### src/rtl/tmp_readout.sv
// tmp_readout: receiving end of the temperature-sensor comparator bitstream.
//
// After a start pulse the first SETTLE comparator samples are discarded, then
// the ones over a 2^NBITS-sample window are counted. The count is presented as
// a code word through a valid/ready handshake.
//
// Optional build macro: TMP_READOUT_OFFSET_CAL_EN
//   When defined, the signed offset ofs is added to the ones count and the sum
//   is saturated to [0, 2^NBITS]. Otherwise ofs is ignored and code is the raw count.
//
// Ports:
//   clk          system clock, rising edge
//   reset_n      asynchronous active-low reset
//   start        one-cycle pulse, begins a conversion when idle
//   abort        level, returns to IDLE and discards the partial result
//   cont         continuous mode: the next window starts immediately at window end
//   smpl_vld     one-cycle strobe per comparator sample
//   smpl_bit     comparator decision, qualified by smpl_vld
//   ofs          signed offset (offset-calibration build only)
//   code         result, 0..2^NBITS
//   code_valid   result available
//   rd_ready     host accepts code when code_valid && rd_ready
//   busy         conversion in progress (SETTLE or ACCUM)
//   overrun      sticky, a completed result was dropped; cleared by start
//
// state     | meaning
// ----------+----------------------------------------------
// ST_IDLE   | waiting for start, samples ignored
// ST_SETTLE | discarding the leading settling samples
// ST_ACCUM  | counting ones over the conversion window

module tmp_readout #(
    parameter int NBITS  = 10,
    parameter int SETTLE = 4,
    parameter int OFS_W  = 8
) (
    input  logic                    clk,
    input  logic                    reset_n,
    input  logic                    start,
    input  logic                    abort,
    input  logic                    cont,
    input  logic                    smpl_vld,
    input  logic                    smpl_bit,
    input  logic signed [OFS_W-1:0] ofs,
    output logic        [NBITS:0]   code,
    output logic                    code_valid,
    input  logic                    rd_ready,
    output logic                    busy,
    output logic                    overrun
);

    localparam int CW = NBITS + 1;
    // Width holds SETTLE-1 (and stays at least one bit when SETTLE is 0).
    localparam int SW = $clog2(SETTLE + 2);
    localparam logic [CW-1:0] LAST = {1'b0, {NBITS{1'b1}}};
    localparam logic [CW-1:0] FULL = {1'b1, {NBITS{1'b0}}};
    localparam logic [SW-1:0] SETTLE_LOAD = SW'((SETTLE > 0) ? SETTLE - 1 : 0);

    typedef enum logic [1:0] {
        ST_IDLE,
        ST_SETTLE,
        ST_ACCUM
    } state_t;

    state_t        state;
    logic [SW-1:0] settle_cnt;
    logic [CW-1:0] smpl_cnt;
    logic [CW-1:0] ones_cnt;
    logic [CW-1:0] ones_next;
    logic [CW-1:0] result;
    logic          win_done;

    // The completing strobe's own bit is part of the final count.
    always_comb begin
        ones_next = ones_cnt + {{NBITS{1'b0}}, smpl_bit};
        win_done  = (state == ST_ACCUM) && smpl_vld && !abort && (smpl_cnt == LAST);
    end

`ifdef TMP_READOUT_OFFSET_CAL_EN
    // One guard bit above the wider operand plus a sign bit, so the sum never wraps.
    localparam int SUM_W = (((NBITS + 2) > (OFS_W + 1)) ? (NBITS + 2) : (OFS_W + 1)) + 1;
    localparam logic signed [SUM_W-1:0] FULL_S = SUM_W'(FULL);
    logic signed [SUM_W-1:0] sum;

    always_comb begin
        sum = signed'(SUM_W'(ones_next)) + SUM_W'(ofs);
        if (sum[SUM_W-1]) begin
            result = '0;
        end else if (sum > FULL_S) begin
            result = FULL;
        end else begin
            result = sum[CW-1:0];
        end
    end
`else
    logic unused_ofs;
    assign unused_ofs = ^ofs;
    assign result     = ones_next;
`endif

    always_ff @(posedge clk or negedge reset_n) begin
        if (!reset_n) begin
            state      <= ST_IDLE;
            settle_cnt <= '0;
            smpl_cnt   <= '0;
            ones_cnt   <= '0;
            code       <= '0;
            code_valid <= 1'b0;
            busy       <= 1'b0;
            overrun    <= 1'b0;
        end else begin
            // Output side: a transfer clears valid unless a new result lands now.
            if (code_valid && rd_ready) begin
                code_valid <= 1'b0;
            end
            if (win_done) begin
                if (code_valid && !rd_ready) begin
                    overrun <= 1'b1;
                end else begin
                    code       <= result;
                    code_valid <= 1'b1;
                end
            end

            if (abort) begin
                state    <= ST_IDLE;
                busy     <= 1'b0;
                smpl_cnt <= '0;
                ones_cnt <= '0;
            end else begin
                case (state)
                    ST_IDLE: begin
                        if (start) begin
                            overrun  <= 1'b0;
                            busy     <= 1'b1;
                            smpl_cnt <= '0;
                            ones_cnt <= '0;
                            if (SETTLE == 0) begin
                                state <= ST_ACCUM;
                            end else begin
                                state      <= ST_SETTLE;
                                settle_cnt <= SETTLE_LOAD;
                            end
                        end
                    end
                    ST_SETTLE: begin
                        if (smpl_vld) begin
                            if (settle_cnt == '0) begin
                                state <= ST_ACCUM;
                            end else begin
                                settle_cnt <= settle_cnt - SW'(1);
                            end
                        end
                    end
                    ST_ACCUM: begin
                        if (smpl_vld) begin
                            if (smpl_cnt == LAST) begin
                                smpl_cnt <= '0;
                                ones_cnt <= '0;
                                if (!cont) begin
                                    state <= ST_IDLE;
                                    busy  <= 1'b0;
                                end
                            end else begin
                                smpl_cnt <= smpl_cnt + CW'(1);
                                ones_cnt <= ones_next;
                            end
                        end
                    end
                    default: begin
                        state <= ST_IDLE;
                        busy  <= 1'b0;
                    end
                endcase
            end
        end
    end

endmodule

### config.mk
export PLATFORM = sky130hd
export DESIGN_NAME = tmp_readout
export DESIGN_NICKNAME = d
export VERILOG_FILES = /design/src/rtl/tmp_readout.sv
export SDC_FILE = /design/constraint.sdc
export NUM_CORES = 1
export LEC_CHECK = 0
export CAP_MARGIN = 10
export CORE_UTILIZATION = 49
export DETAILED_ROUTE_END_ITERATION = 7
export PLACE_DENSITY = 0.75
export SKIP_LAST_GASP = 1
export SYNTH_ARGS = -nofsm -noshare
export SYNTH_HDL_FRONTEND = slang
export SYNTH_SLANG_ARGS = --single-unit
### constraint.sdc
create_clock -name clk -period 2.04 [get_ports clk]
set_clock_uncertainty 0.05 [all_clocks]
set_input_delay 0.612 -clock clk [delete_from_list [all_inputs] [get_ports clk]]
set_output_delay 0.612 -clock clk [all_outputs]
set_load 0.05 [all_outputs]
Yosys cells after proc, flatten, opt, wreduce, memory -nomap -nowiden
Index checks and enable logic that the tools add are counted.
- flip-flop bits (word level): 41
- input bits: 16
- output and inout bits: 14
- logic and storage cells: 77
- $add $sub $neg: 3
- equal/unequal tests: 13
- multiplexer cells: 35
- bitwise logic cells: 2
- reduce and logical (&&, ||, !) cells: 16
- operators with widths (cell ; number):
    11-bit two-way mux ; 7
    11-bit case mux with 2 select lines ; 2
    3-bit inequality test (second input constant) ; 5
    2-bit two-way mux ; 7
    1-bit two-way mux ; 13
    11-bit by 1-bit adder with 11-bit output ; 1
    11-bit by 1-bit adder with 11-bit output (second input constant) ; 1
    11-bit by 10-bit equality test with 1-bit output (second input constant) ; 1
    5-bit AND reduction ; 2
    3-bit two-way mux ; 3
    2-bit inequality test (second input constant) ; 4
    2-bit case mux with 3 select lines ; 1
    3-bit case mux with 2 select lines ; 1
    6-bit AND reduction ; 1
    1-bit logical AND ; 5
    3-bit logical NOT ; 1
    3-bit by 2-bit inequality test with 1-bit output (second input constant) ; 1
    1-bit case mux with 3 select lines ; 1
    3-bit AND reduction ; 1
    3-bit nonzero test ; 1
    3-bit by 1-bit subtractor with 3-bit output (second input constant) ; 1
    2-bit by 1-bit equality test with 1-bit output (second input constant) ; 1
    2-bit equality test (second input constant) ; 1
    1-bit logical NOT ; 2
    4 further kinds ; 5

Depth between registers and ports, before layout
Gate-level depths: netlist of the first run.
- word-level depth: 8
- gate-level depth with buffers: 7
- gate-level depth less buffers: 7

Worst setup path before layout of the first run
OpenSTA, ideal clock, no wires.
- path kind: input -> register
- start point: input smpl_bit
- end point: register code[10]
- library setup time: 0.125 ns
- arrival time: 1.800 ns
- required time: 1.865 ns
- path slack: 0.066 ns
- stages on the path: 6
- buffers on the path: 0
- path through: ha_1 > ha_1 > nand3_1 > nor3_1 > xor2_1 > mux2_2
- word-level cells in the longest chain between the ends: 1
- ends and longest elaborated chain (item ; line ; RTL):
    from (decl) ; 43 ; input logic smpl_bit,
    11-bit by 1-bit adder with 11-bit output ; 75 ; ones_next = ones_cnt + {{NBITS{1'b0}}, smpl_bit};
    to (signal assigned) ; 120 ; code <= result;
    to (decl) ; 45 ; output logic [NBITS:0] code,
Every way passes these cells.
A chain may end at the register's enable or synchronous reset.

Final worst setup path of the first run
- start point: input start
- end point: register smpl_cnt[6]
- word-level cells in the longest chain between the ends: 2
- ends and longest elaborated chain (item ; line ; RTL):
    from (decl) ; 39 ; input logic start,
    3-bit inequality test (no line) ; -- ;
    3-bit AND reduction (no line) ; -- ;
    to (signal assigned) ; 165 ; smpl_cnt <= smpl_cnt + CW'(1);
    to (decl) ; 67 ; logic [CW-1:0] smpl_cnt;
Every way passes these cells.

==> results.py, run 1 <==
metrics = {
    "status": {
        "status": "finished clean",
    },
    "global_route": {
        "grt-ovfl-total": 0,
        "grt_max_degree": 42,
        "grt_pass1_wl_mm": 7.63,
        "first_global_vias": 1659,
        "grt.total_usage_pct": 22.1,
        "antenna_found_initial": 0,
    },
    "final_layout": {
        "fin_nets": 290,
        "area_growth_pct": 28.8,
        "regArea_um2": 1030,
        "final_layout_size_suffix_gt1_share_pct": 33.0,
        "n_antenna_cell": 0,
        "fin_area_um2": 2820,
        "fillers": 337,
        "utilization_pct": 68.0,
        "multiInputGateArea_um2": 1100,
    },
    "floorplanning": {
        "row_count": 23,
        "placeableCoreArea_um2": 4140,
        "die_h_um": 68.8,
        "die_w_um": 68.8,
        "design.die.area_um2": 4740,
        "start_util_pct": 52.8,
        "boundaryPins": 30,
    },
    "power": {
        "p_sw_mw": 0.407,
        "p_per_area_nw_per_um2": 609,
        "clock_power_share_pct": 40.6,
        "p_comb_share_pct": 10.1,
        "internal-power_mw": 1.31,
        "p_sw_share_pct": 23.7,
        "pwr-share-seq_pct": 49.3,
        "total_leakage_power_nw": 1.32,
        "peakVddDrop_uv": 410,
    },
    "cts": {
        "htreeDepth": 2,
        "cts.clk_slew.worst_paths_ps": 80,
        "cts_tree": "yes",
        "tritoncts.num_buffers": 5,
        "clockBufferDepth": 2,
        "clockRootBuffer": "clkbuf_8",
        "cts_hold_buf": 0,
        "clk-insertion-delay-late_ps": 300,
        "cts.sinks": 41,
    },
    "detailed_routing": {
        "ant_nets": 0,
        "vias": 1861,
        "drt-initial-drc-count": 99,
        "drc": 0,
        "via_per_inst": 5.82,
        "wl_per_cell_um": 14.7,
        "routed_wirelength_mm": 4.70,
        "dr.pass1.iters": 4,
    },
    "sta": {
        "slew_violations": 0,
        "period_share_pct": 99.2,
        "rsz0062_at_grt": "true",
        "slew_headroom_pct": 65.0,
        "fin_crit_ps": 2020,
        "hold_viol_final": 0,
        "max_slew.worst_pin.slew_ps": 525,
        "final.setup.worst_slack_ps": 16.2,
        "finalSetupViolations": 0,
        "max_freq_ghz": 0.494,
    },
    "yosys": {
        "syn_nets": 233,
        "syn_area_um2": 2190,
        "synth-async-reset-ratio_pct": 100,
        "ys.flop_type": "dfrtp_1",
        "synth_cell_types": 46,
        "syn-mean-instance-area_um2": 10.3,
        "yosys_warnings": 0,
        "ys_ff_latch": 41,
        "synth_edf_count": 0,
        "ys_seq_area_share_pct": 46.9,
        "postSynthCellCount": 212,
    },
    "worst_hold_path": {
        "hold_path_class": "primary input to asynchronous set/reset pin",
    },
    "critical_path": {
        "endpoint": "smpl_cnt[6]$_DFFE_PN0P_",
        "crit_required_ps": 2200,
        "start_kind": "primary input",
        "rr_endpoint": "state[1]$_DFFE_PN0P_",
        "cp.arrival_ps": 2190,
        "crit_path_max_fanout": 11,
        "timing_worst_setup_path_type": "primary input to flip-flop",
        "critPathLaunch": "start",
        "rr_startpoint": "smpl_cnt[0]$_DFFE_PN0P_",
        "ff2ff_path_depth": 5,
        "rrSetupSlack_ps": 130,
        "critPathCaptureType": "flip-flop",
    },
    "place": {
        "gp_congestion": 0.821,
        "detailed_place_hpwl_mm": 3.24,
        "place_area_um2": 2660,
        "pre_cts_ws_ps": -453,
        "port_buffers": 21,
    },
    "job": {
        "maxCapViolCount": 0,
    },
}
-- synthesized netlist by cell type (2+ instances only) --
cell | count | area, µm²
a21o_1 | 2 | 15.0
a21oi_1 | 4 | 20.0
a22o_1 | 6 | 52.6
a22oi_1 | 5 | 37.5
a31oi_1 | 12 | 75.1
and4_1 | 2 | 17.5
buf_2 | 5 | 25.0
clkbuf_1 | 5 | 18.8
dfrtp_1 | 41 | 1030
ha_1 | 5 | 62.6
inv_1 | 12 | 45.0
mux2_2 | 13 | 146
mux2i_1 | 3 | 30.0
nand2_1 | 11 | 41.3
nand2b_1 | 2 | 12.5
nand3_1 | 9 | 45.0
nand3b_1 | 6 | 45.0
nand4_1 | 5 | 31.3
nor2_1 | 9 | 33.8
nor2b_1 | 2 | 12.5
nor3_1 | 7 | 35.0
nor4_1 | 2 | 12.5
o21ai_0 | 6 | 30.0
o21bai_1 | 2 | 15.0
o22ai_1 | 3 | 18.8
o31ai_1 | 2 | 15.0
or3_1 | 5 | 31.3
or4_1 | 2 | 15.0
xnor2_1 | 3 | 26.3
xor2_1 | 5 | 43.8
-- cells in the final DEF (no fill, tap or decap), drive strengths merged, types with 7 or more instances in the layout --
cell type | synthesis | layout
mux2 | 13 | 13
nand3 | 10 | 10
o21ai | 7 | 7
buf | 5 | 54
dfrtp | 41 | 41
nor2 | 9 | 9
inv | 12 | 12
nor3 | 7 | 7
a31oi | 12 | 12
nand2 | 11 | 11
-- timing repair --
item,4_1_cts,5_1_grt
buffers inserted,2,0
gates resized for setup,7,2
endpoints found under the setup margin,12,9
pin swaps,3,1
hold endpoints to repair,0,0
-- logic make-up (layout without fill, tap and decap cells) --
family / count (synthesis) / count (layout) / synth area share, %
simple gates: 69 / 69 / 18.3
compound gates: 51 / 51 / 16.6
flops: 41 / 41 / 46.9
buf+inv: 22 / 80 / 4.06
mux: 16 / 16 / 8.06
xor+xnor: 8 / 8 / 3.20
fa+ha+maj: 5 / 5 / 2.86
-- final cells by class --
type | count | share of cell area (%)
inverter | 12 | 1.60
clock inverter | 2 | 1.33
timing repair buffer | 60 | 16.5
clock buffer | 6 | 2.93
multi-input combinational | 149 | 39.0
sequential | 41 | 36.4
tap | 50 | 2.22
-- power groups by stage --
stage	combinational (mW)	sequential, mW	clock (mW)
floorplan	0.0802	0.865	0
global placement	0.168	0.860	0
detailed placement	0.172	0.861	0
CTS	0.172	0.845	0.706
global route	0.192	0.848	0.731
finish	0.173	0.846	0.697
-- metrics by stage --
| stage | setup TNS, ps | power (mW) | hold slack, ps | cells |
|---|---|---|---|---|
| after floorplan | 0 | 0.945 | 266 | 212 |
| after global placement | -9110 | 1.03 | 441 | 310 |
| after detailed placement | -9680 | 1.03 | 446 | 310 |
| after CTS | 0 | 1.72 | 336 | 320 |
| after global routing | -64.8 | 1.77 | 373 | 320 |
| final | 0 | 1.72 | 312 | 320 |
-- flip-flops by register name (all words and copies together) (netlist names) --
signal      cells
code           11
settle_cnt      3
code_valid      1
ones_cnt       11
busy            1
state           2
smpl_cnt       11
overrun         1
-- routing by layer --
layer / part of all wire [%] / GRT usage [%] / wire length, µm
met3: 4.5 / 3.95 / 211
met4: 1.8 / 9.18 / 85
met5: 0 / 0 / 0
met2: 45 / 33.6 / 2130
met1: 48 / 30.9 / 2270
-- critical path: stages --
cell and delay [ps]:
clkdlybuf4s50_1 520, mux2i_1 140, o21ba_4 270, buf_4 160, or3_1 310, a22oi_1 170
-- how the worst min path moves through the flow --
stage / end / slack (ps) / cells past startpoint
after floorplan: busy$_DFFE_PN0P_ / 270 / 0
after global placement: code[8]$_DFFE_PN0P_ / 440 / 1
after detailed placement: code[9]$_DFFE_PN0P_ / 450 / 1
after CTS: code[8]$_DFFE_PN0P_ / 340 / 2
after global routing: ones_cnt[8]$_DFFE_PN0P_ / 370 / 2
final: overrun$_DFF_PN0_ / 310 / 2
Power figures use the tool's default switching activity.
==> run 2, diff against run 1 <==
Settings changed: CORE_MARGIN set to 2, HOLD_SLACK_MARGIN set to 0.06.
==> run 2 against run 1 <==
Net effect: flip-flop and latch count unchanged; wire length increased by 0.60%; combinational power barely moved; core utilization fell by 3.0 points; largest cell class unchanged; register-to-register slack barely moved; via count down 1.7%; first-iteration DRC count up 45%; die area increased by 5.9%.
==> results.py, run 2 (synthesized netlist as in run 1, its figures left out) <==
metrics = {
    "status": {
        "status": "finished clean",
    },
    "sta": {
        "max_slew.worst_pin.slew_ps": 522,
        "fin_crit_ps": 1990,
        "holdWs_ps": 323,
        "hold_viol_final": 0,
        "rsz0062_at_grt": "true",
        "slew_headroom_pct": 65.2,
        "period_share_pct": 97.4,
        "slew_violations": 0,
        "finalSetupViolations": 0,
        "max_freq_ghz": 0.503,
    },
    "final_layout": {
        "area_growth_pct": 28.4,
        "top_regs": "code (11), ones_cnt (11), smpl_cnt (11)",
        "mostFrequentLayoutCells": "47 x buf_4, 41 x dfrtp_1, 13 x mux2_2, 12 x inv_1, 12 x a31oi_1",
        "final_layout_size_suffix_gt1_share_pct": 34.0,
        "n_antenna_cell": 0,
        "fin_nets": 287,
        "fin_area_um2": 2810,
        "final_common_cell": "buf_4",
    },
    "critical_path": {
        "rr_startpoint": "smpl_cnt[6]$_DFFE_PN0P_",
        "crit_path_max_fanout": 14,
        "critPathLaunch": "smpl_vld",
        "cp_cell_sequence": "clkdlybuf4s50_1, mux2i_1, o21ba_2, or3_2, a22oi_1",
        "critPathCaptureType": "flip-flop",
        "slowest_stage": "clkdlybuf4s50_1",
        "cp.arrival_ps": 2140,
        "crit_required_ps": 2200,
        "start_kind": "primary input",
        "timing_worst_setup_path_type": "primary input to flip-flop",
        "slowest_delay_ps": 510,
    },
    "detailed_routing": {
        "routed_wirelength_mm": 4.73,
        "dr.pass1.iters": 4,
        "vias": 1829,
        "via_per_inst": 5.77,
        "drt-initial-drc-count": 144,
        "ant_nets": 0,
        "drc": 0,
        "wl_per_cell_um": 14.9,
    },
    "floorplanning": {
        "die_w_um": 70.8,
        "placeableCoreArea_um2": 4320,
        "row_count": 24,
        "design.die.area_um2": 5020,
        "boundaryPins": 30,
        "die_h_um": 70.8,
        "start_util_pct": 50.6,
    },
    "cts": {
        "cts_hold_buf": 0,
        "cts.clk_slew.worst_paths_ps": 80,
        "htreeDepth": 2,
        "clockBufferDepth": 2,
        "clk-insertion-delay-late_ps": 290,
        "cts.sinks": 41,
        "cts_tree": "yes",
        "tritoncts.num_buffers": 5,
        "clockRootBuffer": "clkbuf_8",
    },
    "global_route": {
        "first_global_vias": 1696,
        "grt_max_degree": 42,
        "antenna_found_initial": 0,
        "grt-ovfl-total": 0,
        "grt_pass1_wl_mm": 7.90,
        "grt.total_usage_pct": 19.8,
    },
    "place": {
        "place_area_um2": 2650,
        "port_buffers": 21,
        "gp_congestion": 0.787,
        "detailed_place_hpwl_mm": 3.18,
    },
    "job": {
        "maxCapViolCount": 0,
    },
    "power": {
        "total_leakage_power_nw": 1.31,
        "p_per_area_nw_per_um2": 541,
        "peakVddDrop_uv": 348,
    },
    "worst_hold_path": {
        "hold_path_class": "primary input to asynchronous set/reset pin",
    },
}
## run 2: cell count changes in the layout (fill, tap and decap cells not counted), sizes merged
cell	before	now
dlymetal6s2s	0	2
bufinv	1	0
clkinvlp	1	0
clkdlybuf4s50	5	4
buf	54	51
dlygate4sd2	1	0
clkinv	0	1
clkbuf	6	5
## run 2: final cells by class
cell class                      count  area (µm²)
Fill cell                         356        1520
Clock inverter                      1        5.00
Sequential cell                    41        1030
Clock buffer                        5        68.8
Multi-Input combinational cell    149        1130
Inverter                           12        45.0
Tap cell                           52        65.1
Timing Repair Buffer               57         465
## run 2: critical path: cells and delay by family
family | cells | cell delay, ps
buffers and inverters | 1 | 510
multiplexers | 1 | 110
AND/OR/NAND/NOR | 1 | 420
AO/OA/AOI/OAI | 2 | 480
## run 2: worst paths after layout
kind                       depth (start not counted)                        to  slack (ps)
setup / recovery                                   5   smpl_cnt[2]$_DFFE_PN0P_          50
hold / removal                                     2       code[7]$_DFFE_PN0P_         320
setup reg to reg                                   6       code[0]$_DFFE_PN0P_         120
hold reg to reg                                    1  ones_cnt[10]$_DFFE_PN0P_         460
max in group asynchronous                          2       code[0]$_DFFE_PN0P_        1250
min in group clk                                   1  ones_cnt[10]$_DFFE_PN0P_         460
## run 2: metal layers
metal	share of wire (%)	up-vias	global-route usage [%]	wire length, µm
met5	0	-	0	0
met1	47	878	27.5	2220
met3	4.7	6	4.27	223
li1	-	903	-	-
met4	1.2	0	5.66	55
met2	47	42	31.7	2230
## run 2: power by group
| part | leakage (nW) | internal (mW) | total, mW | switching, mW |
|---|---|---|---|---|
| sequential | 0.562 | 0.830 | 0.846 | 0.0160 |
| combinational | 0.705 | 0.0799 | 0.171 | 0.0913 |
| clock | 0.0399 | 0.225 | 0.503 | 0.278 |
## run 2: timing repair
action                                  in CTS  in global routing
resized for setup                            4                 14
pin swaps                                    1                  4
buffers inserted                             1                  1
endpoints found under the hold margin        0                  0
endpoints found under the setup margin      11                 20
## run 2: through the flow
stage               TNS [ps]  util (%)  total power [mW]  instances  setup slack (ps)
floorplan                  0         -             0.945        212              65.7
global placement       -8870      61.2              1.02        309              -399
detailed placement     -9760      61.2              1.03        309              -446
CTS                     -255      63.5              1.53        316             -68.3
global route           -14.2      65.0              1.58        317             -14.2
finish                     0      65.0              1.52        317              52.4
==> run 3, diff against run 2 <==
Settings changed: SLEW_MARGIN set to 30.
==> results of run 3 <==
Same layout as run 2: the final DEF is identical, and so are final timing and power.
